### src/rtl/naive_bus_rr_arbiter_if.sv
// Bundle of N naive_bus master ports plus the single shared slave port.
// slave modport = arbiter view (it is the slave of the masters); master modport = environment view.
interface naive_bus_rr_arbiter_if #(
    parameter int N = 2
);
    logic [N-1:0]       m_rd_req;
    logic [N-1:0][3:0]  m_rd_be;
    logic [N-1:0][31:0] m_rd_addr;
    logic [N-1:0]       m_rd_gnt;
    logic [N-1:0][31:0] m_rd_data;
    logic [N-1:0]       m_wr_req;
    logic [N-1:0][3:0]  m_wr_be;
    logic [N-1:0][31:0] m_wr_addr;
    logic [N-1:0][31:0] m_wr_data;
    logic [N-1:0]       m_wr_gnt;

    logic               s_rd_req;
    logic [3:0]         s_rd_be;
    logic [31:0]        s_rd_addr;
    logic               s_rd_gnt;
    logic [31:0]        s_rd_data;
    logic               s_wr_req;
    logic [3:0]         s_wr_be;
    logic [31:0]        s_wr_addr;
    logic [31:0]        s_wr_data;
    logic               s_wr_gnt;

    modport slave (
        input  m_rd_req, m_rd_be, m_rd_addr, m_wr_req, m_wr_be, m_wr_addr, m_wr_data,
        output m_rd_gnt, m_rd_data, m_wr_gnt,
        output s_rd_req, s_rd_be, s_rd_addr, s_wr_req, s_wr_be, s_wr_addr, s_wr_data,
        input  s_rd_gnt, s_rd_data, s_wr_gnt
    );

    modport master (
        output m_rd_req, m_rd_be, m_rd_addr, m_wr_req, m_wr_be, m_wr_addr, m_wr_data,
        input  m_rd_gnt, m_rd_data, m_wr_gnt,
        input  s_rd_req, s_rd_be, s_rd_addr, s_wr_req, s_wr_be, s_wr_addr, s_wr_data,
        output s_rd_gnt, s_rd_data, s_wr_gnt
    );
endinterface

### src/rtl/naive_bus_rr_arbiter.sv
// Round-robin arbiter: N naive_bus masters onto one slave, with lock-on-stall
// and one-cycle read data routed back to the master that owned the read.
module naive_bus_rr_arbiter_port #(
    parameter int PW  = 1,
    parameter int IDX = 0
) (
    input  logic          sel_vld,
    input  logic [PW-1:0] sel,
    input  logic          rd_req,
    input  logic          wr_req,
    input  logic          s_rd_gnt,
    input  logic          s_wr_gnt,
    input  logic          rd_own_vld,
    input  logic [PW-1:0] rd_own_idx,
    input  logic [31:0]   s_rd_data,
    output logic          rd_gnt,
    output logic          wr_gnt,
    output logic [31:0]   rd_data
);
    logic hit;
    logic own;

    assign hit     = sel_vld && (sel == PW'(IDX));
    assign own     = rd_own_vld && (rd_own_idx == PW'(IDX));
    assign rd_gnt  = hit & s_rd_gnt & rd_req;
    assign wr_gnt  = hit & s_wr_gnt & wr_req;
    assign rd_data = own ? s_rd_data : '0;
endmodule

module naive_bus_rr_arbiter #(
    parameter int N = 2
) (
    input  logic                    clk,
    input  logic                    rst_n,
    naive_bus_rr_arbiter_if.slave   bus,
    output logic                    busy
);
    localparam int PW = (N > 1) ? $clog2(N) : 1;

    logic [N-1:0]  req;
    logic [PW-1:0] ptr;
    logic          lock;
    logic [PW-1:0] lock_idx;
    logic          rd_own_vld;
    logic [PW-1:0] rd_own_idx;
    logic          sel_vld;
    logic [PW-1:0] sel;
    logic          done;

    // (base + k) mod N without a divider; k < N keeps a single wrap sufficient
    function automatic logic [PW-1:0] rot(input logic [PW-1:0] base, input int k);
        int s;
        s = int'(base) + k;
        if (s >= N) s = s - N;
        return PW'(s);
    endfunction

    assign req = bus.m_rd_req | bus.m_wr_req;

    // Scan from lowest priority to highest so the highest-priority hit is written last
    always_comb begin
        sel_vld = 1'b0;
        sel     = '0;
        if (lock && req[lock_idx]) begin
            sel_vld = 1'b1;
            sel     = lock_idx;
        end else begin
            for (int k = N - 1; k >= 0; k--) begin
                if (req[rot(ptr, k)]) begin
                    sel_vld = 1'b1;
                    sel     = rot(ptr, k);
                end
            end
        end
    end

    always_comb begin
        bus.s_rd_req  = 1'b0;
        bus.s_rd_be   = '0;
        bus.s_rd_addr = '0;
        bus.s_wr_req  = 1'b0;
        bus.s_wr_be   = '0;
        bus.s_wr_addr = '0;
        bus.s_wr_data = '0;
        if (sel_vld) begin
            bus.s_rd_req  = bus.m_rd_req[sel];
            bus.s_rd_be   = bus.m_rd_be[sel];
            bus.s_rd_addr = bus.m_rd_addr[sel];
            bus.s_wr_req  = bus.m_wr_req[sel];
            bus.s_wr_be   = bus.m_wr_be[sel];
            bus.s_wr_addr = bus.m_wr_addr[sel];
            bus.s_wr_data = bus.m_wr_data[sel];
        end
    end

    assign done = (bus.s_rd_req & bus.s_rd_gnt) | (bus.s_wr_req & bus.s_wr_gnt);

    for (genvar i = 0; i < N; i++) begin : g_port
        naive_bus_rr_arbiter_port #(
            .PW  (PW),
            .IDX (i)
        ) u_port (
            .sel_vld    (sel_vld),
            .sel        (sel),
            .rd_req     (bus.m_rd_req[i]),
            .wr_req     (bus.m_wr_req[i]),
            .s_rd_gnt   (bus.s_rd_gnt),
            .s_wr_gnt   (bus.s_wr_gnt),
            .rd_own_vld (rd_own_vld),
            .rd_own_idx (rd_own_idx),
            .s_rd_data  (bus.s_rd_data),
            .rd_gnt     (bus.m_rd_gnt[i]),
            .wr_gnt     (bus.m_wr_gnt[i]),
            .rd_data    (bus.m_rd_data[i])
        );
    end

    // A stalled selection is locked; a withdrawn lock falls back to the pointer scan above
    always_ff @(posedge clk or negedge rst_n) begin
        if (!rst_n) begin
            ptr        <= '0;
            lock       <= 1'b0;
            lock_idx   <= '0;
            rd_own_vld <= 1'b0;
            rd_own_idx <= '0;
        end else begin
            if (done) ptr <= rot(sel, 1);
            lock <= sel_vld & ~done;
            if (sel_vld && !done) lock_idx <= sel;
            rd_own_vld <= bus.s_rd_req & bus.s_rd_gnt;
            rd_own_idx <= sel;
        end
    end

    assign busy = lock;
endmodule

### src/flat_wrapper.sv
// flat-port wrapper written by rule: the top's interface ports become plain ports
module naive_bus_rr_arbiter_flat 
#(
    parameter int N = 2
)
  (clk, rst_n, busy, bus_m_rd_req, bus_m_rd_be, bus_m_rd_addr, bus_m_wr_req, bus_m_wr_be, bus_m_wr_addr, bus_m_wr_data, bus_m_rd_gnt, bus_m_rd_data, bus_m_wr_gnt, bus_s_rd_req, bus_s_rd_be, bus_s_rd_addr, bus_s_wr_req, bus_s_wr_be, bus_s_wr_addr, bus_s_wr_data, bus_s_rd_gnt, bus_s_rd_data, bus_s_wr_gnt);
  naive_bus_rr_arbiter_if #(.N(N)) bus_i ();
  input  logic clk;
  input  logic rst_n;
  output logic busy;
  input wire logic [$bits(bus_i.m_rd_req)-1:0] bus_m_rd_req;
  input wire logic [$bits(bus_i.m_rd_be)-1:0] bus_m_rd_be;
  input wire logic [$bits(bus_i.m_rd_addr)-1:0] bus_m_rd_addr;
  input wire logic [$bits(bus_i.m_wr_req)-1:0] bus_m_wr_req;
  input wire logic [$bits(bus_i.m_wr_be)-1:0] bus_m_wr_be;
  input wire logic [$bits(bus_i.m_wr_addr)-1:0] bus_m_wr_addr;
  input wire logic [$bits(bus_i.m_wr_data)-1:0] bus_m_wr_data;
  output wire logic [$bits(bus_i.m_rd_gnt)-1:0] bus_m_rd_gnt;
  output wire logic [$bits(bus_i.m_rd_data)-1:0] bus_m_rd_data;
  output wire logic [$bits(bus_i.m_wr_gnt)-1:0] bus_m_wr_gnt;
  output wire logic [$bits(bus_i.s_rd_req)-1:0] bus_s_rd_req;
  output wire logic [$bits(bus_i.s_rd_be)-1:0] bus_s_rd_be;
  output wire logic [$bits(bus_i.s_rd_addr)-1:0] bus_s_rd_addr;
  output wire logic [$bits(bus_i.s_wr_req)-1:0] bus_s_wr_req;
  output wire logic [$bits(bus_i.s_wr_be)-1:0] bus_s_wr_be;
  output wire logic [$bits(bus_i.s_wr_addr)-1:0] bus_s_wr_addr;
  output wire logic [$bits(bus_i.s_wr_data)-1:0] bus_s_wr_data;
  input wire logic [$bits(bus_i.s_rd_gnt)-1:0] bus_s_rd_gnt;
  input wire logic [$bits(bus_i.s_rd_data)-1:0] bus_s_rd_data;
  input wire logic [$bits(bus_i.s_wr_gnt)-1:0] bus_s_wr_gnt;
  assign bus_i.m_rd_req = bus_m_rd_req;
  assign bus_i.m_rd_be = bus_m_rd_be;
  assign bus_i.m_rd_addr = bus_m_rd_addr;
  assign bus_i.m_wr_req = bus_m_wr_req;
  assign bus_i.m_wr_be = bus_m_wr_be;
  assign bus_i.m_wr_addr = bus_m_wr_addr;
  assign bus_i.m_wr_data = bus_m_wr_data;
  assign bus_m_rd_gnt = bus_i.m_rd_gnt;
  assign bus_m_rd_data = bus_i.m_rd_data;
  assign bus_m_wr_gnt = bus_i.m_wr_gnt;
  assign bus_s_rd_req = bus_i.s_rd_req;
  assign bus_s_rd_be = bus_i.s_rd_be;
  assign bus_s_rd_addr = bus_i.s_rd_addr;
  assign bus_s_wr_req = bus_i.s_wr_req;
  assign bus_s_wr_be = bus_i.s_wr_be;
  assign bus_s_wr_addr = bus_i.s_wr_addr;
  assign bus_s_wr_data = bus_i.s_wr_data;
  assign bus_i.s_rd_gnt = bus_s_rd_gnt;
  assign bus_i.s_rd_data = bus_s_rd_data;
  assign bus_i.s_wr_gnt = bus_s_wr_gnt;
  naive_bus_rr_arbiter #(.N(N)) u_core (.clk(clk), .rst_n(rst_n), .bus(bus_i), .busy(busy));
endmodule
### config.mk
export PLATFORM = sky130hd
export DESIGN_NAME = naive_bus_rr_arbiter_flat
export DESIGN_NICKNAME = d
export VERILOG_FILES = /design/src/rtl/naive_bus_rr_arbiter_if.sv /design/src/rtl/naive_bus_rr_arbiter.sv /design/src/flat_wrapper.sv
export SDC_FILE = /design/constraint.sdc
export NUM_CORES = 1
export LEC_CHECK = 0
export CORE_AREA = 2 2 163 165
export CTS_CLUSTER_DIAMETER = 100
export DETAILED_ROUTE_END_ITERATION = 10
export DIE_AREA = 0 0 165 167
export GPL_TIMING_DRIVEN = 0
export SLEW_MARGIN = 10
export SYNTH_ARGS = -nofsm -noshare
export SYNTH_HDL_FRONTEND = slang
export SYNTH_SLANG_ARGS = --single-unit
export TNS_END_PERCENT = 100
### constraint.sdc
create_clock -name clk -period 2.9 [get_ports clk]
set_input_delay 0.87 -clock clk [delete_from_list [all_inputs] [get_ports clk]]
set_output_delay 0.87 -clock clk [all_outputs]
set_load 0.005 [all_outputs]
* After elaboration in Yosys (flattened, before gate mapping)
Cells that the tools add are included.
** Storage, ports and cells
- Register bits :: 5
- Input port bits :: 248
- Output and inout port bits :: 175
- Logic and storage cells :: 80
** Operators by class
- Add/sub/neg operators :: 5
- Magnitude comparators :: 7
- Mux-type cells :: 40
- Bitwise logic cells :: 16
- Reduce and logical (&&, ||, !) cells :: 7
** Operators by type and width (number)
- $mux W32 :: 11
- $mux W4 :: 6
- $mux W1 :: 23
- $and A1 B1 Y1 :: 11
- $lt A1 B2 Y1 const B :: 4
- $logic_and A1 B1 Y1 :: 6
- $add A1 B1 Y2 const B :: 2
- $ge A2 B2 Y1 const B :: 2
- $not A1 Y1 :: 3
- $sub A1 B1 Y1 const B :: 3
- $ge A1 B2 Y1 const B :: 1
- $or A2 B2 Y2 :: 1
- $logic_not A1 Y1 :: 1
- $or A1 B1 Y1 :: 1

* Depth between registers and ports, before layout
- Depth after elaboration :: 17
- Depth in mapped cells :: 6
- Depth with buffers taken out :: 4

* Modules after synthesis
Synthesis repeated with hierarchy kept, for this count alone.
** Unflattened totals
- Cells, all modules :: 456
- Area total of the unflattened synthesis :: 2393.5 um^2
** By module, submodules not included
- naive_bus_rr_arbiter :: instances 1, cells each 376, area each 1727.9 um^2, sequential area each 125.1 um^2
- naive_bus_rr_arbiter_port at u_core.g_port[0].u_port :: instances 1, cells each 40, area each 377.9 um^2, sequential area each 0.0 um^2
- naive_bus_rr_arbiter_port at u_core.g_port[1].u_port :: instances 1, cells each 40, area each 287.8 um^2, sequential area each 0.0 um^2

* Worst setup path before layout
Ideal clock, no wire load.
- Kind :: input port to output port
- From :: in bus_m_wr_req[0]
- To :: out bus_s_wr_req
- Arrival time :: 1.771 ns
- Required time :: 2.030 ns
- Slack :: 0.259 ns
- Stages on the path :: 4
- Buffers on the path :: 1
- Cells stage by stage :: nor2_1 -> o22a_1 -> buf_2 -> mux2_2
** On the way
- Cells in the longest elaborated chain, start to end :: 9
- Elaborated cells between the ends (all ways) :: 17
- Those cells by class :: 15 x mux; 1 x bitwise; 1 x reduce/logical
** RTL lines
- start: declaration :: RTL line flat_wrapper.sv:14 : input wire logic [$bits(bus_i.m_wr_req)-1:0] bus_m_wr_req;
- $or A2 B2 Y2 :: RTL line naive_bus_rr_arbiter.sv:58 : assign req = bus.m_rd_req | bus.m_wr_req;
- $mux W1 (implied by the code) (2 in a row) :: RTL line naive_bus_rr_arbiter.sv:69 : if (req[rot(ptr, k)]) begin
- $mux W1 (2 in a row) :: RTL line naive_bus_rr_arbiter.sv:69
- $mux W1 :: RTL line naive_bus_rr_arbiter.sv:64 : if (lock && req[lock_idx]) begin
- $mux W1 (implied by the code) (2 in a row) :: RTL line naive_bus_rr_arbiter.sv:89 : bus.s_wr_req = bus.m_wr_req[sel];
- $mux W1 (*) :: RTL line naive_bus_rr_arbiter.sv:85 : if (sel_vld) begin
- end: declaration :: RTL line flat_wrapper.sv:24 : output wire logic [$bits(bus_i.s_wr_req)-1:0] bus_s_wr_req;
Mark *: on every way between the ends. The rest lies on a longest branch, timed or not. The select of a mux whose other input is x is not followed.

* Final worst setup path
- From :: in bus_m_wr_req[0]
- To :: out bus_s_wr_data[30]
** On the way
- Cells in the longest elaborated chain, start to end :: 9
- Elaborated cells between the ends (all ways) :: 17
- Those cells by class :: 15 x mux; 1 x bitwise; 1 x reduce/logical
** RTL lines
- $or A2 B2 Y2 (*) :: RTL line naive_bus_rr_arbiter.sv:58
- $mux W1 (implied by the code) (2 in a row) :: RTL line naive_bus_rr_arbiter.sv:69
- $mux W1 (2 in a row) :: RTL line naive_bus_rr_arbiter.sv:69
- $mux W1 :: RTL line naive_bus_rr_arbiter.sv:64
- $mux W32 (implied by the code) (2 in a row) :: RTL line naive_bus_rr_arbiter.sv:92 : bus.s_wr_data = bus.m_wr_data[sel];
- $mux W32 (*) :: RTL line naive_bus_rr_arbiter.sv:85
- end: declaration :: RTL line flat_wrapper.sv:27 : output wire logic [$bits(bus_i.s_wr_data)-1:0] bus_s_wr_data;
Marks and branches as above.

==> impl_metrics.ini <==
[status]
outcome = finished with violations
violations = negative setup slack

[final_layout]
syn_to_final_growth_pct = 282
regArea_um2 = 125
drive_above_1_share_pct = 30.6
n_fill_cell = 2798
multiInputGateArea_mm2 = 0.00171
nets = 965

[yosys]
synth_cell_type_count = 26
ys_ff_latch = 5
synth_nets = 490
syn_area_mm2 = 0.00190
synth_cells = 242
ys_seq_area_share_pct = 6.59
syn_avg_cell_area_um2 = 7.84
yosysWarningCount = 0

[setup_path]
critPathLaunchType = primary input
critical_path_class = in -> out
critical_path.slowest_cell = a22o_1
cp_max_fo = 6
cp_top_family = buffers and inverters
max_stage_delay_ns = 0.19
critPathBufInv = 8
required_ns = 2.03
r2r_slack_ns = 1.07
path_cells = buf_8, nor2_4, buf_6, nor2_4, buf_6, buf_12, buf_8, buf_6, buf_6, a22o_1, buf_6
worst-path-stages = 11
r2r_start = u_core.busy
critPathMostFrequentCell = buf_6
endpoint = bus_s_wr_data[30]
startpoint = bus_m_wr_req[0]
r2r_end = u_core.rd_own_vld
worstPathArrival_ns = 2.20
reg2regPathDepth = 6
crit_path_end_kind = output pin

[routing]
vias = 4106
drtIter0Drc = 134
via_per_inst = 3.90
wl_per_cell_um = 19.4
drc = 0
wirelength_um = 20400
final_antenna_net_count = 0
drt-pass1-iter-count = 4

[clock_tree]
insertion_delay_ns = 0.22
clock_sinks = 5
ctsRootBufferMaster = clkbuf_16
h-tree-depth = 1
cts_buffers = 3
clk_pin_slew_ns = 0.03
cts_tree = yes
cts_buffer_depth = 2

[timing]
fmax_mhz = 326
period_minus_slack_ns = 3.07
slew_headroom_pct = 68.3
slew_viol_final = 0
layout_setup_ws_ns = -0.167
final_hold_viol_count = 0
tightest_slew_ns = 0.475
rsz0062_at_grt = true
setup_viol = 53
clock-skew-final_ns = 0.000302
period_share_pct = 106

[placed_design]
gp_congestion = 0.818
hpwl_um = 16500
dp_slack_ns = -1.65
io_buffer_count = 422

[floorplanning]
fp.dieArea_mm2 = 0.0276
die_x_um = 165
initial_utilization_pct = 7.37
ios = 423
coreArea_mm2 = 0.0258
die_h_um = 167
row_count = 59

[global_routing]
overflow = 0
grt_pass1_wl_um = 27300
grt_pass1_vias = 4129
grt_max_degree = 11
track_usage_pct = 13.4
antenna_found_initial = 1

[power]
pwr_density_cell_mw_per_mm2 = 646
finalPower_mw = 4.68
peakVddDrop_mv = 0.381
leakage_nw = 3.47

[flow_run]
drv_cap = 0

[worst_hold_path]
min_path_type = reg -> reg
==> metal layers <==
layer	track usage [%]	routed length (um)
met5	0	0
met1	15.1	7560
met4	2.61	378
met2	25.9	10700
met3	2.19	1740
==> cell usage in the layout, fill, tap and decap left out, types with 2 or more instances in the layout <==
master,instances
a22o_1,88
a22o_4,16
and2_1,34
and3_1,31
and3_4,2
buf_12,10
buf_16,4
buf_2,80
buf_4,17
buf_6,45
buf_8,16
clkbuf_1,7
clkbuf_16,6
clkbuf_2,11
clkdlybuf4s15_1,3
clkdlybuf4s50_1,284
dfrtp_1,5
dlygate4sd2_1,12
dlymetal6s2s_1,14
inv_1,2
mux2_4,2
nand2_1,2
nor2_1,3
nor2_4,4
nor2b_2,2
o21ai_0,2
==> flip-flops by register name (all words and copies together) (netlist names) <==
signal,cells
u_core.busy,1
u_core.lock_idx,1
u_core.ptr,1
u_core.rd_own_idx,1
u_core.rd_own_vld,1
==> repair_timing <==
item / in CTS / in global routing
hold buffers: 0 / 0
gates cloned: 11 / 2
buffers inserted: 37 / 9
pin swaps: 48 / 42
gates resized for setup: 559 / 56
setup endpoints to repair: 151 / 127
==> how the worst min path moves through the flow <==
stage / slack [ns] / cells past startpoint / from / to
after floorplan: 0.53 / 2 / u_core.ptr / u_core.ptr
after global placement: 0.56 / 2 / u_core.ptr / u_core.ptr
after detailed placement: 0.57 / 2 / u_core.ptr / u_core.ptr
after CTS: 0.57 / 2 / u_core.ptr / u_core.ptr
after global routing: 0.59 / 2 / u_core.ptr / u_core.ptr
final: 0.58 / 2 / u_core.ptr / u_core.ptr
==> tightest hold or removal path, cell delays in order (launching register included) <==
cell,delay (ns)
dfrtp_1,0.39
inv_1,0.06
o22ai_1,0.08
==> power by group <==
group | switching, mW | leakage (nW) | internal (mW)
combinational | 1.77 | 3.37 | 2.55
clock | 0.0415 | 0.0382 | 0.182
sequential | 0.0399 | 0.0594 | 0.0981
total | 1.85 | 3.47 | 2.83
==> synthesized netlist by cell type <==
library cell  number  share of area (%)
nand3b_1           1               0.40
nand2_1            2               0.40
a22o_1           104                 48
a22oi_1            1               0.40
and2_1            35                 12
o22ai_1            1               0.33
o211ai_1           1               0.40
o22a_1             1               0.46
nor2_1             7                1.4
mux2i_1            1               0.53
buf_2              3               0.79
nor3_1             1               0.26
mux2_2             2                1.2
and3_1            33                 11
buf_4             10                4.0
nor2b_1            2               0.66
inv_1              2               0.40
nand3_1            1               0.26
nor3b_1            1               0.40
o21ai_0            2               0.53
buf_6             11                6.5
clkbuf_1          12                2.4
mux2_4             1               0.79
dfrtp_1            5                6.6
nor4_1             1               0.33
a21oi_1            1               0.26
==> logic make-up after synthesis <==
logic type	synth area share (%)
flip-flops	6.59
buffers and inverters	14.0
AO/OA/AOI/OAI	50.4
AND/OR/NAND/NOR	26.5
multiplexers	2.50
==> area by class of cell <==
class                   count  area share (%)
diodes                      1          0.0346
plain buffers              30            5.11
clock buffers               4            1.09
inverters                   2           0.104
multi-input cells         199            23.6
flip-flops and latches      5            1.73
well taps                 335            5.79
repair buffers            476            62.6
==> stage by stage <==
stage               util, %  instances  hold WS [ns]  cell area (um2)  setup TNS, ns
floorplan                 -        242         0.529             1900              0
global placement       25.4        999         0.561             6540        -158.32
detailed placement     25.4        999         0.571             6540        -159.51
CTS                    28.1       1050         0.572             7230          -5.58
global route           28.1       1052         0.592             7240          -5.87
finish                 28.1       1052         0.584             7240          -2.30
Note: power is estimated with default switching activity, not from simulation.
